--- src/rtl/xps2_tx.sv ---
// Host-to-device PS/2 transmitter: inhibit, request-to-send, shift 11-bit frame on device clock, check ACK.
// Define PS2_TX_RETRY_EN to retry a NACKed or timed-out frame once before reporting tx_err.
module xps2_tx #(
  parameter int INHIBIT_CYCLES = 5000,
  parameter int TIMEOUT_CYCLES = 1000000
) (
  input  logic       clk,
  input  logic       rst,
  input  logic [7:0] tx_data,
  input  logic       tx_start,
  output logic       tx_busy,
  output logic       tx_done,
  output logic       tx_err,
  output logic       rx_inhibit,
  input  logic       ps2_clk_in,
  input  logic       ps2_data_in,
  output logic       ps2_clk_oe,
  output logic       ps2_data_oe
);
  localparam int IW = $clog2(INHIBIT_CYCLES) + 1;
  localparam int TW = $clog2(TIMEOUT_CYCLES) + 1;
  localparam logic [IW-1:0] INH_LAST = IW'(INHIBIT_CYCLES - 1);
  localparam logic [TW-1:0] TO_MAX   = TW'(TIMEOUT_CYCLES);
  localparam logic [TW-1:0] TO_LAST  = TW'(TIMEOUT_CYCLES - 1);

  typedef enum logic [2:0] {IDLE, INHIBIT, REQ, SHIFT, ACK, WAIT_IDLE} state_t;

  state_t        state, state_nx;
  logic [1:0]    clk_sync, data_sync;
  logic          clk_prev, fall;
  logic [9:0]    frame, frame_nx;
  logic [3:0]    bit_cnt, bit_cnt_nx;
  logic [IW-1:0] inh_cnt, inh_cnt_nx;
  logic [TW-1:0] to_cnt, to_cnt_nx;
  logic          done_nx, err_nx, fail, clk_oe_c, data_oe_c;
`ifdef PS2_TX_RETRY_EN
  logic          retried, retried_nx;
  logic [7:0]    byte_q;
`endif

  assign fall        = clk_prev & ~clk_sync[1];
  assign tx_busy     = (state != IDLE);
  assign rx_inhibit  = tx_busy;
  assign ps2_clk_oe  = clk_oe_c;
  assign ps2_data_oe = data_oe_c;

  always_ff @(posedge clk) begin
    if (!rst) begin
      state     <= IDLE;
      clk_sync  <= 2'b11;
      data_sync <= 2'b11;
      clk_prev  <= 1'b1;
      frame     <= '0;
      bit_cnt   <= '0;
      inh_cnt   <= '0;
      to_cnt    <= '0;
      tx_done   <= 1'b0;
      tx_err    <= 1'b0;
`ifdef PS2_TX_RETRY_EN
      retried   <= 1'b0;
      byte_q    <= '0;
`endif
    end else begin
      state     <= state_nx;
      clk_sync  <= {clk_sync[0], ps2_clk_in};
      data_sync <= {data_sync[0], ps2_data_in};
      clk_prev  <= clk_sync[1];
      frame     <= frame_nx;
      bit_cnt   <= bit_cnt_nx;
      inh_cnt   <= inh_cnt_nx;
      to_cnt    <= to_cnt_nx;
      tx_done   <= done_nx;
      tx_err    <= err_nx;
`ifdef PS2_TX_RETRY_EN
      retried   <= retried_nx;
      if (state == IDLE && tx_start) byte_q <= tx_data;
`endif
    end
  end

  always_comb begin
    state_nx   = state;
    frame_nx   = frame;
    bit_cnt_nx = bit_cnt;
    inh_cnt_nx = inh_cnt;
    to_cnt_nx  = to_cnt;
    done_nx    = 1'b0;
    err_nx     = 1'b0;
    fail       = 1'b0;
    clk_oe_c   = 1'b0;
    data_oe_c  = 1'b0;
`ifdef PS2_TX_RETRY_EN
    retried_nx = retried;
`endif
    case (state)
      IDLE: if (tx_start) begin
        frame_nx   = {1'b1, ~^tx_data, tx_data};
        bit_cnt_nx = '0;
        inh_cnt_nx = '0;
        state_nx   = INHIBIT;
`ifdef PS2_TX_RETRY_EN
        retried_nx = 1'b0;
`endif
      end
      INHIBIT: begin
        clk_oe_c = 1'b1;
        if (inh_cnt == INH_LAST) begin
          data_oe_c = 1'b1;  // start bit goes low before the clock is released
          to_cnt_nx = '0;
          state_nx  = REQ;
        end else begin
          inh_cnt_nx = inh_cnt + 1'b1;
        end
      end
      REQ: begin
        data_oe_c = 1'b1;
        if (fall) begin
          bit_cnt_nx = 4'd1;
          state_nx   = SHIFT;
        end
      end
      SHIFT: begin
        // frame[0] is the bit owed for the most recent fall; stop bit leaves the line released
        data_oe_c = ~frame[0];
        if (fall) begin
          frame_nx   = {1'b1, frame[9:1]};
          bit_cnt_nx = bit_cnt + 4'd1;
          if (bit_cnt == 4'd9) state_nx = ACK;
        end
      end
      ACK: if (fall) begin
        if (!data_sync[1]) state_nx = WAIT_IDLE;
        else               fail     = 1'b1;
      end
      WAIT_IDLE: if (clk_sync[1] && data_sync[1]) begin
        done_nx  = 1'b1;
        state_nx = IDLE;
      end
      default: state_nx = IDLE;
    endcase

    if (state inside {REQ, SHIFT, ACK, WAIT_IDLE}) begin
      if (to_cnt < TO_MAX) to_cnt_nx = to_cnt + 1'b1;
      if (to_cnt >= TO_LAST) fail = 1'b1;
    end

    if (fail) begin
      done_nx = 1'b0;
`ifdef PS2_TX_RETRY_EN
      if (!retried) begin
        retried_nx = 1'b1;
        frame_nx   = {1'b1, ~^byte_q, byte_q};
        bit_cnt_nx = '0;
        inh_cnt_nx = '0;
        state_nx   = INHIBIT;
      end else begin
        err_nx   = 1'b1;
        state_nx = IDLE;
      end
`else
      err_nx   = 1'b1;
      state_nx = IDLE;
`endif
    end
  end
endmodule

--- config.mk ---
export PLATFORM = sky130hd
export DESIGN_NAME = xps2_tx
export DESIGN_NICKNAME = d
export VERILOG_FILES = /design/src/rtl/xps2_tx.sv
export SDC_FILE = /design/constraint.sdc
export NUM_CORES = 1
export LEC_CHECK = 0
export CORE_MARGIN = 1
export CORE_UTILIZATION = 50
export CTS_CLUSTER_SIZE = 28
export DETAILED_ROUTE_END_ITERATION = 8
export PLACE_DENSITY = 0.77
export SLEW_MARGIN = 5
export SYNTH_ARGS = -nofsm -noshare
export SYNTH_HDL_FRONTEND = slang
export SYNTH_SLANG_ARGS = --single-unit
--- constraint.sdc ---
create_clock -name clk -period 1.9 [get_ports clk]
set_clock_uncertainty 0.05 [all_clocks]
set_input_delay 0.285 -clock clk [delete_from_list [all_inputs] [get_ports clk]]
set_output_delay 0.285 -clock clk [all_outputs]
set_load 0.01 [all_outputs]
==> flow_metrics.tcl, run 1 <==
set metrics [dict create \
    worstSetupStartpoint "inh_cnt[3]" \
    dieHeight_um 81.24 \
    dr.pass1.iters 5 \
    ys_top_cells_by_area "dfxtp_1, xnor2_1, mux2i_1" \
    clock_path_buffers 2 \
    finalSetupViolCount 38 \
    routed_wirelength_um 8175 \
    n_antenna_cell 0 \
    hpwl_um 4794 \
    avgSynthCellArea_sq_um 8.672 \
    wl_met2_um 4043 \
    ys_seq_elements 59 \
    cp-start-kind "flip-flop" \
    port_buffers 18 \
    crit_fanout 2 \
    die_area_sq_mm 0.006599 \
    p_comb_share_pct 10.1 \
    min_path_type "reg -> reg" \
    gp_congestion 0.8742 \
    wl_per_cell_um 15.87 \
    worst-setup-path-type "reg -> out" \
    max_freq_mhz 435.3 \
    finalSetupTns_ps -10100 \
    syn_nets 379 \
    violations "negative setup slack" \
    cp.arrival_ps 1960 \
    maxCapViolCount 0 \
    track_usage_pct 25.75 \
    met3WireLength_um 359 \
    status "finished with violations" \
    r2r-start "inh_cnt[3]" \
    cts.sink_count 59 \
    leakagePower_nw 1.736 \
    maxSlewHeadroom_pct 54.26 \
    grt_pass1_wl_um 12860 \
    fin_crit_sh_pct 120.9 \
    insertion_delay_ps 340 \
    ys_seq_area_share_pct 37.62 \
    hold_start "clk_sync[0]" \
    cp-end-kind "output port" \
    intPower_w 0.001960 \
    core-area_sq_mm 0.005991 \
    ys_warn_count 0 \
    first_global_vias 2764 \
    powerDensity_mw_per_mm2 596.1 \
    avgViaCountPerCell 5.800 \
    synthDistinctLibCells 58 \
    grt_overflow 0 \
    cts_buffers 9 \
    antenna_left 0 \
    highest_layer "met4" \
    drt-initial-drc-count 228 \
    cp.required_ps 1560 \
    route.vias.total 2987 \
    tightest_slew_ps 681.6 \
    vdd_ir_drop_max_uv 408.3 \
    power.switching_w 0.0006306 \
    sw_frac_of_total_pct 24.34 \
    ios 19 \
    rsz0062_at_grt "yes" \
    final_nets 453 \
    drive_above_1_share_pct 30.23 \
    clk_pin_slew_worst_paths_ps 70 \
    drc 0 \
    worst_slack_ps -397.3 \
    wl_met1_um 3587 \
    clkPwrFrac_pct 40.6 \
    layout_min_cycle_time_ps 2297 \
    cts-htree-levels 3 \
    grt_max_degree 37 \
    syn_inst 362 \
    p_seq_share_pct 49.4 \
    synth.top_cell.area_share_pct 37.62 \
    cts_tree "built" \
    syn_area_sq_mm 0.003139 \
    hold_viol_final 0 \
    root_buffer "clkbuf_8" \
    cts_hold_buffers 0 \
    dpl_worst_slack_ps -427.7 \
    antenna_found_initial 0 \
    yosysTopAreaCell "dfxtp_1" \
    drv_slew 0 \
    areaGrowthSynthToFinish_pct 38.46 \
    rows 28 \
    die_w_um 81.24 \
    initial_core_util_pct 52.40 \
]
-- final timing paths --
check / endpoint / slack [ps] / depth (start not counted)
worst max-delay path: ps2_data_oe / -400 / 6
worst min-delay path: clk_sync[1] / 380 / 1
worst max register to register: inh_cnt[13] / -350 / 9
worst min register to register: clk_sync[1] / 380 / 1
-- final cells by class --
class                      count  area [sq um]
fill                         424          1644
sequential                    59          1190
inverter                       8         30.03
tap                           75         93.84
multi-input combinational    275          2113
clock buffer                  13         168.9
clock inverter                 2         10.01
timing repair buffer          83         740.7
-- cell usage after synthesis (all sizes together) --
cell / count
o21ai: 13
o21bai: 2
o41ai: 1
o32a: 1
xnor2: 22
o21ba: 1
or4b: 1
nor3: 6
and3: 5
or3b: 1
nand2b: 16
nor2b: 3
o32ai: 1
mux2: 1
nand3b: 4
nand4b: 9
xor2: 2
and4: 2
a21oi: 15
a2111oi: 4
buf: 10
nor4: 3
a21boi: 4
or3: 3
and3b: 1
mux2i: 15
a31oi: 2
nor2: 28
nand4: 6
a211oi: 8
a21o: 3
clkbuf: 11
dfxtp: 59
or4: 3
o31ai: 3
o211a: 8
o21a: 1
and2: 5
o211ai: 6
nand3: 28
inv: 8
nand2: 32
ha: 4
a41oi: 1
-- state kept, by name, indices dropped and copies added (netlist names) --
register and cells:
clk_sync 2, tx_done 1, to_cnt 21, tx_err 1, data_sync 2, frame 10
bit_cnt 4, clk_prev 1, state 3, inh_cnt 14
-- worst max-delay path, stage by stage, from the launching register on --
cell	delay, ps
dfxtp_2	320
or4b_4	560
nor4_4	250
buf_4	170
nand3b_4	90
a21oi_4	120
buf_6	110
-- stage by stage --
stage,std cells,hold WS (ps),area (sq um),power (W),utilization (%)
after floorplan,362,336.3,3156,0.001438,-
after global placement,489,347.7,3754,0.001523,62.66
after detailed placement,489,351.3,3754,0.001530,62.66
after CTS,511,389.2,4184,0.002583,69.84
after global routing,515,412.5,4347,0.002685,72.56
final,515,381.6,4347,0.002591,72.56
-- metal layers --
layer,up-vias,GRT usage (%)
met2,86,42.35
met4,0,13.04
met1,1430,31.90
li1,1451,-
met3,20,4.944
met5,-,0
-- cell usage in the layout (no fill, tap or decap), types with 9 or more instances in the layout --
master           count
clkdlybuf4s50_1     14
nand2b_1            15
dfxtp_1             54
mux2i_1             15
nand2_1             29
clkbuf_8            12
buf_4               53
buf_6                9
nor2_1              27
nand3_1             25
xnor2_1             19
-- logic make-up after synthesis --
family	Yosys count	share of synthesized area [%]
fa+ha+maj	4	1.594
simple gates	156	27.94
buf+inv	29	4.185
flops	59	37.62
mux	16	5.141
compound gates	74	16.82
xor+xnor	24	6.696
-- power by group through the flow --
stage	clock [W]	sequential [W]	combinational, W
after detailed placement	0	0.00131	0.000225
after floorplan	0	0.00130	0.000137
after global routing	0.00112	0.00128	0.000282
after CTS	0.00106	0.00128	0.000243
after global placement	0	0.00130	0.000219
final	0.00105	0.00128	0.000261
-- timing repair --
action                     CTS  global route
buffers inserted            10             5
resized for setup           50            33
cloned                       2             0
setup endpoints to repair   39            43
pin swaps                   29            18
Power figures use the tool's default switching activity.
==> inputs of run 2 (changes only) <==
--- a/config.mk
+++ b/config.mk
@@ -9,7 +9,8 @@
 export CORE_UTILIZATION = 50
 export CTS_CLUSTER_SIZE = 28
 export DETAILED_ROUTE_END_ITERATION = 8
-export PLACE_DENSITY = 0.77
+export DONT_BUFFER_PORTS = 1
+export PLACE_DENSITY = 0.73
 export SLEW_MARGIN = 5
 export SYNTH_ARGS = -nofsm -noshare
 export SYNTH_HDL_FRONTEND = slang
==> flow_metrics.tcl, run 2 (synthesized netlist as in run 1, its figures left out) <==
set metrics [dict create \
    worstSetupStartpoint "inh_cnt[4]" \
    setup.worst_path.end "ps2_data_oe" \
    hpwl_um 4813 \
    mostFrequentLayoutCells "dfxtp_1, buf_4, nand2_1, nor2_1, nand3_1" \
    worst_slack_ps -377.5 \
    grtUsageMet3_pct 5.618 \
    die_w_um 81.24 \
    finalSetupViolCount 34 \
    ff2ff_setup_slack_ps -190 \
    ios 19 \
    regMostFlops "to_cnt" \
    postPlaceCellArea_sq_mm 0.003521 \
    initial_core_util_pct 52.40 \
    fin_crit_sh_pct 119.9 \
    use_met2_pct 39.58 \
    busiest_layer "met2" \
    cts_tree "built" \
    multi_input_area_sq_mm 0.002057 \
    stdcell_count 490 \
    clk_pin_slew_worst_paths_ps 70 \
    dpl.cell_count 464 \
    cts_buffers 9 \
    antenna_found_initial 0 \
    cts-htree-levels 3 \
    insertion_delay_ps 350 \
    dr.pass1.iters 5 \
    areaGrowthSynthToFinish_pct 28.94 \
    n_antenna_cell 0 \
    reg2reg_depth 8 \
    root_buffer "clkbuf_8" \
    cp-end-kind "output port" \
    reg.largest.list "to_cnt (21), inh_cnt (14), frame (10)" \
    vdd_ir_drop_max_uv 411.4 \
    reg2reg_to "inh_cnt[11]" \
    cp.required_ps 1560 \
    drv_slew 0 \
    cp.arrival_ps 1940 \
    clock_path_buffers 2 \
    grt_max_degree 36 \
    mostFrequentLayoutCell "dfxtp_1" \
    min_path_type "in -> reg" \
    avgViaCountPerCell 5.967 \
    antenna_left 0 \
    drt-initial-drc-count 265 \
    grt_pass1_wl_um 12450 \
    max_freq_mhz 439.1 \
    holdWs_ps 30.71 \
    port_buffers 0 \
    violations "negative setup slack" \
    first_global_vias 2680 \
    largest_reg_flops 21 \
    leakagePower_nw 1.619 \
    cp-start-kind "flip-flop" \
    rsz0062_at_grt "yes" \
    routed_wirelength_um 7891 \
    status "finished with violations" \
    core-area_sq_mm 0.005991 \
    grt_overflow 0 \
    dpl_worst_slack_ps -77.43 \
    gp_congestion 0.8499 \
    layout_min_cycle_time_ps 2278 \
    hold_viol_final 0 \
    r2r-start "inh_cnt[4]" \
    route.vias.total 2924 \
    rows 28 \
    maxCapViolCount 0 \
    drive_above_1_share_pct 28.67 \
    powerDensity_mw_per_mm2 650.0 \
    wl_per_cell_um 16.10 \
    worst-setup-path-type "reg -> out" \
    fin_util_pct 67.56 \
    dieHeight_um 81.24 \
    cts.sink_count 59 \
    final_cell_area_sq_mm 0.004048 \
    crit_fanout 2 \
    fillers 459 \
    regArea_sq_mm 0.001194 \
    drc 0 \
    tightest_slew_ps 627.1 \
    maxSlewHeadroom_pct 58.01 \
    final_nets 427 \
    track_usage_pct 25.11 \
    die_area_sq_mm 0.006599 \
    use_met1_pct 32.26 \
]
## run 2: final cells by class
cell class	instances	share of cell area (%)
clock buffers	11	3.493
inverters	8	0.7419
flip-flops and latches	59	29.49
repair buffers	57	11.84
well taps	75	2.318
clock inverters	5	1.298
multi-input cells	275	50.82
## run 2: worst max-delay path, cell delays in order, from the launching register on
cell,delay (ps)
dfxtp_2,330
or4_4,550
nor4_4,300
buf_4,180
nand3b_4,80
a21oi_4,150
## run 2: what timing repair did
action                                 in CTS  in global routing
buffers inserted                            2                  4
hold buffers                                3                  0
pin swaps                                   5                 27
resized for setup                          18                 45
cloned                                      2                  0
endpoints found under the hold margin       5                  0
setup endpoints to repair                  25                 42
## run 2: report_power, final
group | switching [W] | internal [W]
clock | 0.000506 | 0.000634
sequential | 0.0000168 | 0.00126
combinational | 0.000106 | 0.000107
## run 2: per-stage QoR
stage,power [W],TNS (ps)
floorplan,0.001438,-208.7
global placement,0.001477,-63.21
detailed placement,0.001482,-591.0
CTS,0.002624,-963.5
global route,0.002735,-5293
finish,0.002631,-2998
## run 2: how the worst min path moves through the flow
stage,slack (ps),from,cells past startpoint,end
6_report,30,rst,1,bit_cnt[1]
5_1_grt,1,rst,1,bit_cnt[1]
4_1_cts,5,rst,1,bit_cnt[1]
3_5_place_dp,320,rst,1,data_sync[0]
3_3_place_gp,320,rst,1,clk_sync[0]
2_1_floorplan,340,clk_sync[0],1,clk_sync[1]
## run 2: routing by layer
| layer | part of all wire [%] | vias up |
|---|---|---|
| li1 | - | 1406 |
| met3 | 5.2 | 24 |
| met4 | 2.7 | 0 |
| met2 | 47 | 91 |
| met5 | 0 | - |
| met1 | 45 | 1403 |
==> inputs of run 3 (changes only) <==
--- a/config.mk
+++ b/config.mk
@@ -5,7 +5,7 @@
 export SDC_FILE = /design/constraint.sdc
 export NUM_CORES = 1
 export LEC_CHECK = 0
-export CORE_MARGIN = 1
+export CORE_MARGIN = 4
 export CORE_UTILIZATION = 50
 export CTS_CLUSTER_SIZE = 28
 export DETAILED_ROUTE_END_ITERATION = 8
==> flow_metrics.tcl, run 3 (synthesized netlist as in run 1, its figures left out) <==
set metrics [dict create \
    dpl_worst_slack_ps -118.8 \
    violations "negative setup slack" \
    grt_pass1_wl_um 12780 \
    powerDensity_mw_per_mm2 644.1 \
    cp.arrival_ps 1940 \
    dpl.cell_count 465 \
    avgViaCountPerCell 5.863 \
    wl_per_cell_um 16.01 \
    crit_fanout 2 \
    maxSlewHeadroom_pct 50.11 \
    final_nets 425 \
    hpwl_um 4830 \
    maxCapViolCount 0 \
    status "finished with violations" \
    grt_overflow 0 \
    cp-end-kind "output port" \
    cp.required_ps 1560 \
    die_w_um 87.24 \
    leakagePower_nw 1.590 \
    hold_viol_final 0 \
    die_area_sq_mm 0.007610 \
    regMostFlops "to_cnt" \
    layout_min_cycle_time_ps 2270 \
    clk_pin_slew_worst_paths_ps 70 \
    port_buffers 0 \
    busiest_layer "met2" \
    gp_congestion 0.8377 \
    n_antenna_cell 0 \
    largest_reg_flops 21 \
    dr.pass1.iters 5 \
    fin_crit_sh_pct 119.5 \
    use_met1_pct 26.30 \
    antenna_left 0 \
    final_cell_area_sq_mm 0.004098 \
    drc 0 \
    first_global_vias 2774 \
    route.vias.total 2861 \
    worst_slack_ps -370.5 \
    cts_buffers 9 \
    min_path_type "in -> reg" \
    insertion_delay_ps 360 \
    clkPwrFrac_pct 43.3 \
    intPower_w 0.001975 \
    use_met2_pct 35.89 \
    clock_path_buffers 2 \
    core-area_sq_mm 0.005991 \
    mostFrequentLayoutCell "dfxtp_1" \
    reg.largest.list "to_cnt (21), inh_cnt (14), frame (10)" \
    rsz0062_at_grt "yes" \
    p_comb_share_pct 8.3 \
    antenna_found_initial 0 \
    p_seq_share_pct 48.4 \
    root_buffer "clkbuf_8" \
    ios 19 \
    worst-setup-path-type "reg -> out" \
    dieHeight_um 87.24 \
    cp-start-kind "flip-flop" \
    postPlaceCellArea_sq_mm 0.003541 \
    holdWs_ps 18.89 \
    grt_max_degree 36 \
    stdcell_count 488 \
    mostFrequentLayoutCells "dfxtp_1, buf_4, nand2_1, nor2_1, nand3_1" \
    vdd_ir_drop_max_uv 582.9 \
    drt-initial-drc-count 226 \
    track_usage_pct 21.23 \
    drv_slew 0 \
    grtUsageMet3_pct 4.825 \
    drive_above_1_share_pct 27.36 \
    finalSetupViolCount 37 \
    sw_frac_of_total_pct 25.17 \
    tightest_slew_ps 743.4 \
    cts.sink_count 59 \
    routed_wirelength_um 7812 \
    rows 28 \
    areaGrowthSynthToFinish_pct 30.53 \
    initial_core_util_pct 52.40 \
    cts-htree-levels 3 \
    cts_tree "built" \
    max_freq_mhz 440.4 \
    power.switching_w 0.0006642 \
]
## run 3: path summary, 6_finish.rpt
kind               start           to  slack, ps  cells after the start
min reg2reg  clk_sync[0]  clk_sync[1]        360                      1
max           inh_cnt[4]  ps2_data_oe       -370                      5
max reg2reg   inh_cnt[4]  inh_cnt[10]       -240                      8
min                  rst     frame[9]         20                      1
## run 3: what timing repair did
| item | in CTS | in global routing |
|---|---|---|
| pin swaps | 16 | 30 |
| resized for setup | 18 | 47 |
| gates cloned | 2 | 0 |
| hold buffers | 3 | 0 |
| endpoints found under the setup margin | 28 | 40 |
| hold endpoints to repair | 5 | 0 |
| setup buffers | 2 | 2 |
## run 3: cell type report
cell class / count / area (sq um)
Multi-Input combinational cell: 275 / 2101
Sequential cell: 59 / 1186
Fill cell: 449 / 1893
Timing Repair Buffer: 55 / 493.0
Tap cell: 75 / 93.84
Clock buffer: 10 / 127.6
Clock inverter: 6 / 66.31
Inverter: 8 / 30.03
## run 3: per-layer routing
| layer | up-vias | share of wire, % | wire length, um |
|---|---|---|---|
| met3 | 10 | 5.6 | 436 |
| li1 | 1403 | - | - |
| met5 | - | 0 | 0 |
| met4 | 0 | 1.3 | 102 |
| met2 | 67 | 48 | 3726 |
| met1 | 1381 | 45 | 3546 |
## run 3: worst max-delay path: stages, from the launching register on
cell	delay (ps)
dfxtp_2	320
or4_4	540
nor4_4	300
buf_4	180
nand3b_4	80
a21oi_4	150
## run 3: power groups by stage
stage / Clock (W) / Combinational [W] / Sequential, W
after CTS: 0.00116 / 0.000197 / 0.00128
after detailed placement: 0 / 0.000181 / 0.00130
after floorplan: 0 / 0.000137 / 0.00130
final: 0.00114 / 0.000220 / 0.00128
after global placement: 0 / 0.000177 / 0.00130
after global routing: 0.00121 / 0.000239 / 0.00128
## run 3: per-stage QoR
stage / total power (W) / util (%) / setup TNS (ps)
after global placement: 0.001480 / 59.11 / -657.5
after CTS: 0.002631 / 64.70 / -1571
after floorplan: 0.001438 / - / -208.7
final: 0.002639 / 68.40 / -4949
after detailed placement: 0.001485 / 59.11 / -1537
after global routing: 0.002730 / 68.40 / -7419
